### config.mk
export PLATFORM = sky130hd
export DESIGN_NAME = ctrl_decode_stage
export DESIGN_NICKNAME = d
export VERILOG_FILES = /design/src/rtl/ctrl_pkg.sv /design/src/rtl/ctrl_decoder.sv /design/src/rtl/ctrl_decode_stage.sv
export SDC_FILE = /design/constraint.sdc
export NUM_CORES = 1
export LEC_CHECK = 0
export CAP_MARGIN = 30
export CORE_UTILIZATION = 30
export DETAILED_ROUTE_END_ITERATION = 16
export PLACE_DENSITY_LB_ADDON = 0.05
export SLEW_MARGIN = 40
export SYNTH_ARGS = -nofsm -noshare
export SYNTH_HDL_FRONTEND = slang
export SYNTH_SLANG_ARGS = --single-unit
### constraint.sdc
create_clock -name clk -period 5.35 [get_ports clk]
set_input_delay 1.07 -clock clk [delete_from_list [all_inputs] [get_ports clk]]
set_output_delay 1.07 -clock clk [all_outputs]
set_load 0.05 [all_outputs]
### src/rtl/ctrl_pkg.sv
// Shared types for the RV32I decode stage: opcodes, ALU/immediate/result
// encodings and the control bundle held in the ID/EX register.
package ctrl_pkg;

    localparam int ALU_W = 4;
    localparam int REG_W = 5;

    localparam logic [6:0] OPC_LOAD   = 7'b0000011;
    localparam logic [6:0] OPC_STORE  = 7'b0100011;
    localparam logic [6:0] OPC_OPIMM  = 7'b0010011;
    localparam logic [6:0] OPC_OP     = 7'b0110011;
    localparam logic [6:0] OPC_BRANCH = 7'b1100011;
    localparam logic [6:0] OPC_JAL    = 7'b1101111;
    localparam logic [6:0] OPC_JALR   = 7'b1100111;
    localparam logic [6:0] OPC_LUI    = 7'b0110111;

    typedef enum logic [ALU_W-1:0] {
        ALU_ADD, ALU_SUB, ALU_AND, ALU_OR, ALU_XOR,
        ALU_SLT, ALU_SLTU, ALU_SLL, ALU_SRL, ALU_SRA
    } alu_op_e;

    typedef enum logic [2:0] {
        IMM_I, IMM_S, IMM_B, IMM_J, IMM_U
    } imm_src_e;

    typedef enum logic [1:0] {
        RES_ALU, RES_MEM, RES_PC4, RES_IMM
    } result_src_e;

    typedef struct packed {
        logic        reg_write;
        logic        mem_write;
        logic        branch;
        logic        jump;
        logic        jump2;
        logic        alu_src;
        result_src_e result_src;
        imm_src_e    imm_src;
        alu_op_e     alu_ctrl;
        logic [2:0]  funct3;
        logic [REG_W-1:0] rs1;
        logic [REG_W-1:0] rs2;
        logic [REG_W-1:0] rd;
        logic        illegal;
    } ctrl_bundle_t;

    // alt is instr[30]; it only means SUB for register-register ops, since
    // for OP-IMM with funct3=000 that bit belongs to the immediate.
    function automatic alu_op_e alu_sel(input logic [2:0] f3, input logic alt,
                                        input logic reg_op);
        case (f3)
            3'b000:  return (alt && reg_op) ? ALU_SUB : ALU_ADD;
            3'b001:  return ALU_SLL;
            3'b010:  return ALU_SLT;
            3'b011:  return ALU_SLTU;
            3'b100:  return ALU_XOR;
            3'b101:  return alt ? ALU_SRA : ALU_SRL;
            3'b110:  return ALU_OR;
            default: return ALU_AND;
        endcase
    endfunction

endpackage

### src/rtl/ctrl_decoder.sv
// Combinational RV32I control decoder: instruction word to control bundle,
// plus which source registers the instruction actually reads.
module ctrl_decoder
    import ctrl_pkg::*;
(
    input  logic [31:0]  instr,
    output ctrl_bundle_t ctrl,
    output logic         rs1_used,
    output logic         rs2_used
);

    logic [6:0] opcode;
    logic [2:0] f3;
    logic       alt;
    logic       unused_bits;

    assign opcode      = instr[6:0];
    assign f3          = instr[14:12];
    assign alt         = instr[30];
    assign unused_bits = ^{instr[31], instr[29:25]};

    always_comb begin
        ctrl        = '0;
        ctrl.funct3 = f3;
        ctrl.rs1    = instr[19:15];
        ctrl.rs2    = instr[24:20];
        ctrl.rd     = instr[11:7];
        rs1_used    = 1'b1;
        rs2_used    = 1'b0;

        case (opcode)
            OPC_LOAD: begin
                ctrl.reg_write  = 1'b1;
                ctrl.alu_src    = 1'b1;
                ctrl.result_src = RES_MEM;
                ctrl.imm_src    = IMM_I;
                ctrl.alu_ctrl   = ALU_ADD;
            end
            OPC_STORE: begin
                ctrl.mem_write = 1'b1;
                ctrl.alu_src   = 1'b1;
                ctrl.imm_src   = IMM_S;
                ctrl.alu_ctrl  = ALU_ADD;
                rs2_used       = 1'b1;
            end
            OPC_OPIMM: begin
                ctrl.reg_write = 1'b1;
                ctrl.alu_src   = 1'b1;
                ctrl.imm_src   = IMM_I;
                ctrl.alu_ctrl  = alu_sel(f3, alt, 1'b0);
            end
            OPC_OP: begin
                ctrl.reg_write = 1'b1;
                ctrl.alu_ctrl  = alu_sel(f3, alt, 1'b1);
                rs2_used       = 1'b1;
            end
            OPC_BRANCH: begin
                ctrl.branch   = 1'b1;
                ctrl.imm_src  = IMM_B;
                ctrl.alu_ctrl = ALU_SUB;
                rs2_used      = 1'b1;
            end
            OPC_JAL: begin
                ctrl.reg_write  = 1'b1;
                ctrl.jump       = 1'b1;
                ctrl.result_src = RES_PC4;
                ctrl.imm_src    = IMM_J;
                rs1_used        = 1'b0;
            end
            OPC_JALR: begin
                // JALR is only defined with funct3=000; anything else is reserved
                if (f3 == 3'b000) begin
                    ctrl.reg_write  = 1'b1;
                    ctrl.jump2      = 1'b1;
                    ctrl.alu_src    = 1'b1;
                    ctrl.result_src = RES_PC4;
                    ctrl.imm_src    = IMM_I;
                end else begin
                    ctrl.illegal = 1'b1;
                end
            end
            OPC_LUI: begin
                ctrl.reg_write  = 1'b1;
                ctrl.result_src = RES_IMM;
                ctrl.imm_src    = IMM_U;
                rs1_used        = 1'b0;
            end
            default: ctrl.illegal = 1'b1;
        endcase
    end

endmodule

### src/rtl/ctrl_decode_stage.sv
// Registered RV32I decode stage (ID/EX register) with valid/ready handshake,
// load-use bubble and flush. Optional counters: CTRL_DECODE_PERF_CNT_EN.
module ctrl_decode_stage
    import ctrl_pkg::*;
#(
    parameter int DATA_WIDTH     = 32,
    parameter int REG_ADDR_WIDTH = 5,
    parameter int ALU_CTRL_WIDTH = 4,
    parameter int PERF_CNT_WIDTH = 32
) (
    input  logic                      clk,
    input  logic                      rst_n,
    input  logic                      in_valid,
    output logic                      in_ready,
    input  logic [DATA_WIDTH-1:0]     instr,
    input  logic                      flush,
    output logic                      out_valid,
    input  logic                      out_ready,
    output logic                      RegWrite,
    output logic                      MemWrite,
    output logic                      Branch,
    output logic                      Jump,
    output logic                      Jump2,
    output logic                      ALUsrc,
    output logic [1:0]                ResultSrc,
    output logic [2:0]                ImmSrc,
    output logic [ALU_CTRL_WIDTH-1:0] ALUctrl,
    output logic [2:0]                funct3,
    output logic [REG_ADDR_WIDTH-1:0] rs1,
    output logic [REG_ADDR_WIDTH-1:0] rs2,
    output logic [REG_ADDR_WIDTH-1:0] rd,
    output logic                      illegal,
`ifdef CTRL_DECODE_PERF_CNT_EN
    output logic [PERF_CNT_WIDTH-1:0] perf_issued,
    output logic [PERF_CNT_WIDTH-1:0] perf_bubbles,
    output logic [PERF_CNT_WIDTH-1:0] perf_flushes,
`endif
    output logic                      load_use_stall
);

    ctrl_bundle_t dec;
    ctrl_bundle_t q;
    logic         vld_q;
    logic         rs1_used;
    logic         rs2_used;
    logic         hazard;
    logic         accept;

    ctrl_decoder u_dec (
        .instr    (instr[31:0]),
        .ctrl     (dec),
        .rs1_used (rs1_used),
        .rs2_used (rs2_used)
    );

    // Held load writes a register the incoming instruction reads.
    assign hazard = vld_q && (q.result_src == RES_MEM) && (q.rd != '0) && in_valid &&
                    ((rs1_used && (dec.rs1 == q.rd)) || (rs2_used && (dec.rs2 == q.rd)));

    assign load_use_stall = hazard && !flush;
    assign in_ready       = flush || ((!vld_q || out_ready) && !hazard);
    // in_ready without flush already excludes the hazard case
    assign accept         = in_valid && in_ready && !flush;

    always_ff @(posedge clk or negedge rst_n) begin
        if (!rst_n) begin
            vld_q <= 1'b0;
        end else if (flush) begin
            vld_q <= 1'b0;
        end else if (hazard && out_ready) begin
            vld_q <= 1'b0;
        end else if (accept) begin
            vld_q <= 1'b1;
        end else if (out_ready) begin
            vld_q <= 1'b0;
        end
    end

    always_ff @(posedge clk or negedge rst_n) begin
        if (!rst_n) begin
            q <= '0;
        end else if (accept) begin
            q <= dec;
        end
    end

    assign out_valid = vld_q;
    assign RegWrite  = q.reg_write;
    assign MemWrite  = q.mem_write;
    assign Branch    = q.branch;
    assign Jump      = q.jump;
    assign Jump2     = q.jump2;
    assign ALUsrc    = q.alu_src;
    assign ResultSrc = q.result_src;
    assign ImmSrc    = q.imm_src;
    assign ALUctrl   = ALU_CTRL_WIDTH'(q.alu_ctrl);
    assign funct3    = q.funct3;
    assign rs1       = REG_ADDR_WIDTH'(q.rs1);
    assign rs2       = REG_ADDR_WIDTH'(q.rs2);
    assign rd        = REG_ADDR_WIDTH'(q.rd);
    assign illegal   = q.illegal;

`ifdef CTRL_DECODE_PERF_CNT_EN
    always_ff @(posedge clk or negedge rst_n) begin
        if (!rst_n) begin
            perf_issued  <= '0;
            perf_bubbles <= '0;
            perf_flushes <= '0;
        end else begin
            if (accept)
                perf_issued <= perf_issued + PERF_CNT_WIDTH'(1);
            if (load_use_stall && out_ready)
                perf_bubbles <= perf_bubbles + PERF_CNT_WIDTH'(1);
            if (flush && (vld_q || in_valid))
                perf_flushes <= perf_flushes + PERF_CNT_WIDTH'(1);
        end
    end
`else
    localparam int unused_perf_w = PERF_CNT_WIDTH;
`endif

endmodule

== After elaboration in Yosys (flattened, before gate mapping) ==
Index checks and enable logic that the tools add are counted.
Word-level totals
  bits in registers: 35
  bits in latches: 0
  RAM bits: 0
  memory bits (read-only): 0
  input port bits: 37
  memories kept: 0
Operators by class
  $add $sub $neg: 0
  multiply operators: 0
  div/mod/pow operators: 0
  magnitude comparators: 0
  equality and inequality tests: 17
  shifts and indexed selects: 0
  multiplexer cells: 23
  bitwise logic cells: 0
  reductions and logical operators: 25
Operator list (count)
  one-hot mux 4 bit (7 select lines): 2
  == test 7 x 6 -> 1 bit, second input constant: 3
  == test 7 bit, second input constant: 3
  one-hot mux 3 bit (5 select lines): 1
  2-to-1 mux 1 bit: 14
  one-hot mux 4 bit (3 select lines): 1
  logical AND 1 bit: 11
  == test 5 bit: 2
  == test 3 bit, second input constant: 3
  one-hot mux 2 bit (4 select lines): 1
  == test 7 x 2 -> 1 bit, second input constant: 1
  == test 7 x 5 -> 1 bit, second input constant: 1
  2-to-1 mux 7 bit: 1
  OR reduction 7 bit: 1
  == test 3 x 2 -> 1 bit, second input constant: 2
  one-hot mux 1 bit (2 select lines): 3
  OR reduction 3 bit: 2
  nonzero test 5 bit: 1
  OR reduction 5 bit: 1
  nonzero test 4 bit: 1
  == test 3 x 1 -> 1 bit, second input constant: 1
  zero test 1 bit: 3
  zero test 3 bit: 1
  logical OR 1 bit: 3
  other kinds (2): 2

== Logic depth before layout (Yosys ltp) ==
  depth after elaboration: 14
  depth in mapped cells: 8

== Hierarchy ==
Synthesis repeated with hierarchy kept, for this count alone.
Unflattened totals
  cells, all modules: 177
  area total of the unflattened synthesis: 2114.5 um^2
Modules (own cells, without submodules)
  ctrl_decode_stage: instances 1, cells each 103, area an instance 1619.1 um^2, seq. area each 875.8 um^2
  ctrl_decoder: instances 1, cells each 74, area an instance 495.5 um^2, seq. area each 0.0 um^2

== Worst setup path before layout ==
No wires, ideal clock.
  path kind: input -> output
  start point: in instr[6]
  end point: out load_use_stall
  data arrival time: 2.802 ns
  path slack: 1.478 ns
  stages: 7
  buffers on the path: 2
  path through: clkbuf_1 and3b_1 o211ai_1 and3_1 clkbuf_1 a21oi_1 nor2_1
Between the ends
  longest elaborated chain between the ends: 7
Ends and longest elaborated chain
  from (decl): RTL line ctrl_decode_stage.sv:15  | input logic [DATA_WIDTH-1:0] instr,
  == test 7 x 6 -> 1 bit / == test 7 bit (equally long branches): RTL line ctrl_decoder.sv:31  | case (opcode)
  OR reduction 3 bit (no line) / OR reduction 2 bit (equally long branches)
  2-to-1 mux 1 bit: RTL line ctrl_decoder.sv:31
  logical AND 1 bit: RTL line ctrl_decode_stage.sv:58  | ((rs1_used && (dec.rs1 == q.rd)) || (rs2_used && (dec.rs2 == q.rd)));
  logical OR 1 bit (*): RTL line ctrl_decode_stage.sv:58
  logical AND 1 bit (*): RTL line ctrl_decode_stage.sv:57  | assign hazard = vld_q && (q.result_src == RES_MEM) && (q.rd != '0) && in_valid &&
  logical AND 1 bit (*): RTL line ctrl_decode_stage.sv:60  | assign load_use_stall = hazard && !flush;
  to (decl): RTL line ctrl_decode_stage.sv:38  | output logic load_use_stall
Every way passes the cells marked *; elsewhere a longest branch is shown, timed or not.

== Worst setup path after layout ==
  start point: in instr[4]
  end point: out load_use_stall
Same word-level chain as after synthesis.

==> metrics.csv <==
stage;metric;value;unit
outcome;status;complete, but fails checks;
outcome;failing checks;design-rule violations;
drt;wire per inst;17.8;um
finish;number of diodes;0;
sta;post-route setup slack;0.793;ns
sta;min Tclk post-route;4.56;ns
pwr;Logic pwr share;33.4;%
clocking;# resized after CTS;0;
logic_synthesis;sequential share of the synthesized area;42.6;%
die;Core Region;6490;sq um
drt;via count;1952;
placed_design;DP Worst Slack;0.819;ns
sta;Worst-Margin Slew;0.632;ns
sta;Hold Fails Final Rpt;0;
finish;most common cell after layout, fill and taps aside;clkdlybuf4s50_1;
clocking;Setup Fix Bufs, Post-CTS;0;
setup_path;Worst Setup SP;instr[4];
clocking;root buf cell;clkbuf_8;
finish;filler instances;657;
finish;sequential cell area;876;sq um
pwr;Pwr Total;747;uW
grt;total global routing overflow;0;
setup_path;CP Launch Type;primary input;
die;Die Area;7190;sq um
pwr;net switching power;277;uW
finish;multi-input combinational cell area;1090;sq um
die;I/O pin count;74;
placed_design;HPWL Detailed;4.38;mm
die;site row count;29;
setup_path;CP Capture Point;load_use_stall;
hold_path;hold crit path type;register to register;
sta;fmax;0.219;GHz
drt;Post-DRT Antenna Nets;0;
grt;GRT Util Overall;18.8;%
placed_design;Final GP Congestion;0.827;
sta;Final Hold Slack;0.528;ns
logic_synthesis;largest family of logic cells by synthesized area;simple AND/OR/NAND/NOR gates;
logic_synthesis;Syn Inst Count;222;
logic_synthesis;Cell variety after synth;46;
pwr;Power Density;261;nW/um^2
logic_synthesis;number of flops mapped to enable cells by yosys;0;
sta;Clock Skew;0.00708;ns
finish;share of cells above drive strength 1;8.42;%
finish;Final nets;321;
logic_synthesis;simple logic cell fraction of the synthesized area;26.3;%
logic_synthesis;synthesized area;2060;sq um
setup_path;setup slack, reg-to-reg;3.08;ns
logic_synthesis;Synth Area in XOR/XNOR;4.26;%
grt;vias in the first global route;1971;
grt;antenna violations before repair;0;
drt;final WL;6.44;mm
logic_synthesis;Syn Nets;259;
hold_path;hold depth;2;
sta;unrepaired setup endpoints after global routing;no;
drt;Vias/cell;5.39;
pwr;Sw Share;37.0;%
sta;Setup TNS Final;0;ns
clocking;clock sink count;35;
clocking;hold buffers post-CTS;0;
logic_synthesis;flops & latches, synth;35;
pwr;Max IR drop VDD;0.000120;V
pwr;Clk pwr share;25.4;%
die;starting density of the core;31.7;%
logic_synthesis;Warnings, synthesis;0;
sta;final setup vio count;0;
setup_path;Arr. time, crit path;3.49;ns
logic_synthesis;Mean Syn Cell Area;9.27;sq um
sta;Period Utilization, post-route;85.2;%
logic_synthesis;Synth Area in Compound Gates;21.7;%
setup_path;Setup CP Type;primary input to output port;
pwr;Pleak;1.19;nW
clocking;CTS buffer count;5;
drt;drt first-iter violations;71;
sta;Slew headroom;57.3;%
logic_synthesis;Synth Area in Adders;0;%
finish;area delta synth->final;39.4;%
pwr;Int Pwr;470;uW
clocking;Worst-Skew Late Latency;0.29;ns
finish;Finished Cell Area;2870;sq um
sta;Slew Limit Fails;0;
logic_synthesis;Top FF cell, synth;dfrtp_1;
grt;largest net degree at the start of global routing;36;
logic_synthesis;post-synthesis mux area share;0.547;%
drt;TritonRoute pass-1 iters;11;
clocking;Reg clk slew, reported paths;0.07;ns
die;die height;84.8;um
grt;first-pass GRT wire length;10.5;mm
die;Die X;84.8;um
finish;most frequent cells in the layout;67 x clkdlybuf4s50_1, 35 x dfrtp_1, 34 x nand2_1;
drt;drt drc;5;
placed_design;placed cell area;2780;sq um
setup_path;worst reg2reg endpoint;RegWrite;
setup_path;Setup crit end kind;output port;
placed_design;count of buffers from port buffering;67;
logic_synthesis;Async SR Flop Fraction;100;%
setup_path;data required time of the critical path;4.28;ns
setup_path;cells on worst reg2reg path;5;
setup_path;CP Max Fanout;12;
clocking;CTS tree;yes;
job;number of max-cap violations;0;
clocking;CTS max path bufs;2;
clocking;CTS H-tree depth;2;
setup_path;reg2reg start;rd[1];
pwr;sequential share of power;41.2;%
[per-layer routing]
layer / part of all wire [%] / up-vias / GRT usage, % / wire length, um
met3: 5.4 / 8 / 3.83 / 349
met4: 0.96 / 0 / 4.93 / 62
met5: 0 / - / 0 / 0
met2: 45 / 61 / 28.5 / 2900
li1: - / 949 / - / -
met1: 49 / 934 / 27.2 / 3130
[per-stage QoR]
step	cells	utilization [%]
after global placement	354	42.7
final	362	44.1
after CTS	362	44.1
after floorplan	222	-
after global routing	362	44.1
after detailed placement	354	42.8
[logic make-up after synthesis]
group | count (synthesis)
simple gates | 97
compound gates | 61
flops | 35
buf+inv | 18
xor+xnor | 10
mux | 1
[critical path: stages]
cell	delay, ns
clkdlybuf4s50_1	0.72
and3b_1	0.23
o211ai_1	0.25
and3_1	0.22
a21oi_1	0.04
nor2_1	0.13
clkdlybuf4s50_1	0.82
[synth_stat cells, types with 3 or more instances]
library cell,instances,area share [%]
dfrtp_1,35,43
nand2_1,35,6.4
and3_1,15,4.6
o2bb2ai_1,13,5.5
clkbuf_1,11,2.0
o21ai_0,10,2.4
o22ai_1,10,3.0
xor2_1,10,4.3
nand3_1,8,1.9
o211ai_1,8,2.9
a21oi_1,7,1.7
nor2_1,7,1.3
nand2b_1,4,1.2
nand4_1,4,1.2
buf_2,3,0.73
nor3_1,3,0.73
[state kept, by name, indices dropped and copies added, names as in the netlist, 2 cells and up]
| signal | cells |
|---|---|
| ALUctrl | 4 |
| rd | 5 |
| rs1 | 5 |
| rs2 | 5 |
| funct3 | 3 |
| ResultSrc | 2 |
| ImmSrc | 3 |
[worst min path at each step]
| stage | from | to |
|---|---|---|
| after detailed placement | ALUctrl[1] | ALUctrl[1] |
| after CTS | rs2[1] | rs2[1] |
| after floorplan | Jump | Jump |
| final | Jump | Jump |
| after global placement | Jump | Jump |
| after global routing | Jump | Jump |
[area by class of cell]
class / count / share of cell area [%]
Tap cell: 77 / 3.36
Sequential cell: 35 / 30.6
Clock inverter: 3 / 0.524
Multi-Input combinational cell: 169 / 38.2
Timing Repair Buffer: 73 / 25.0
Clock buffer: 5 / 2.40
[power by group through the flow]
| stage | combinational (mW) | sequential (mW) | clock, mW |
|---|---|---|---|
| floorplan | 0.0701 | 0.391 | 0 |
| global placement | 0.249 | 0.313 | 0 |
| detailed placement | 0.250 | 0.313 | 0 |
| CTS | 0.251 | 0.308 | 0.196 |
| global route | 0.266 | 0.311 | 0.209 |
| finish | 0.250 | 0.307 | 0.190 |
No activity file was read; power rests on OpenSTA's default activity.
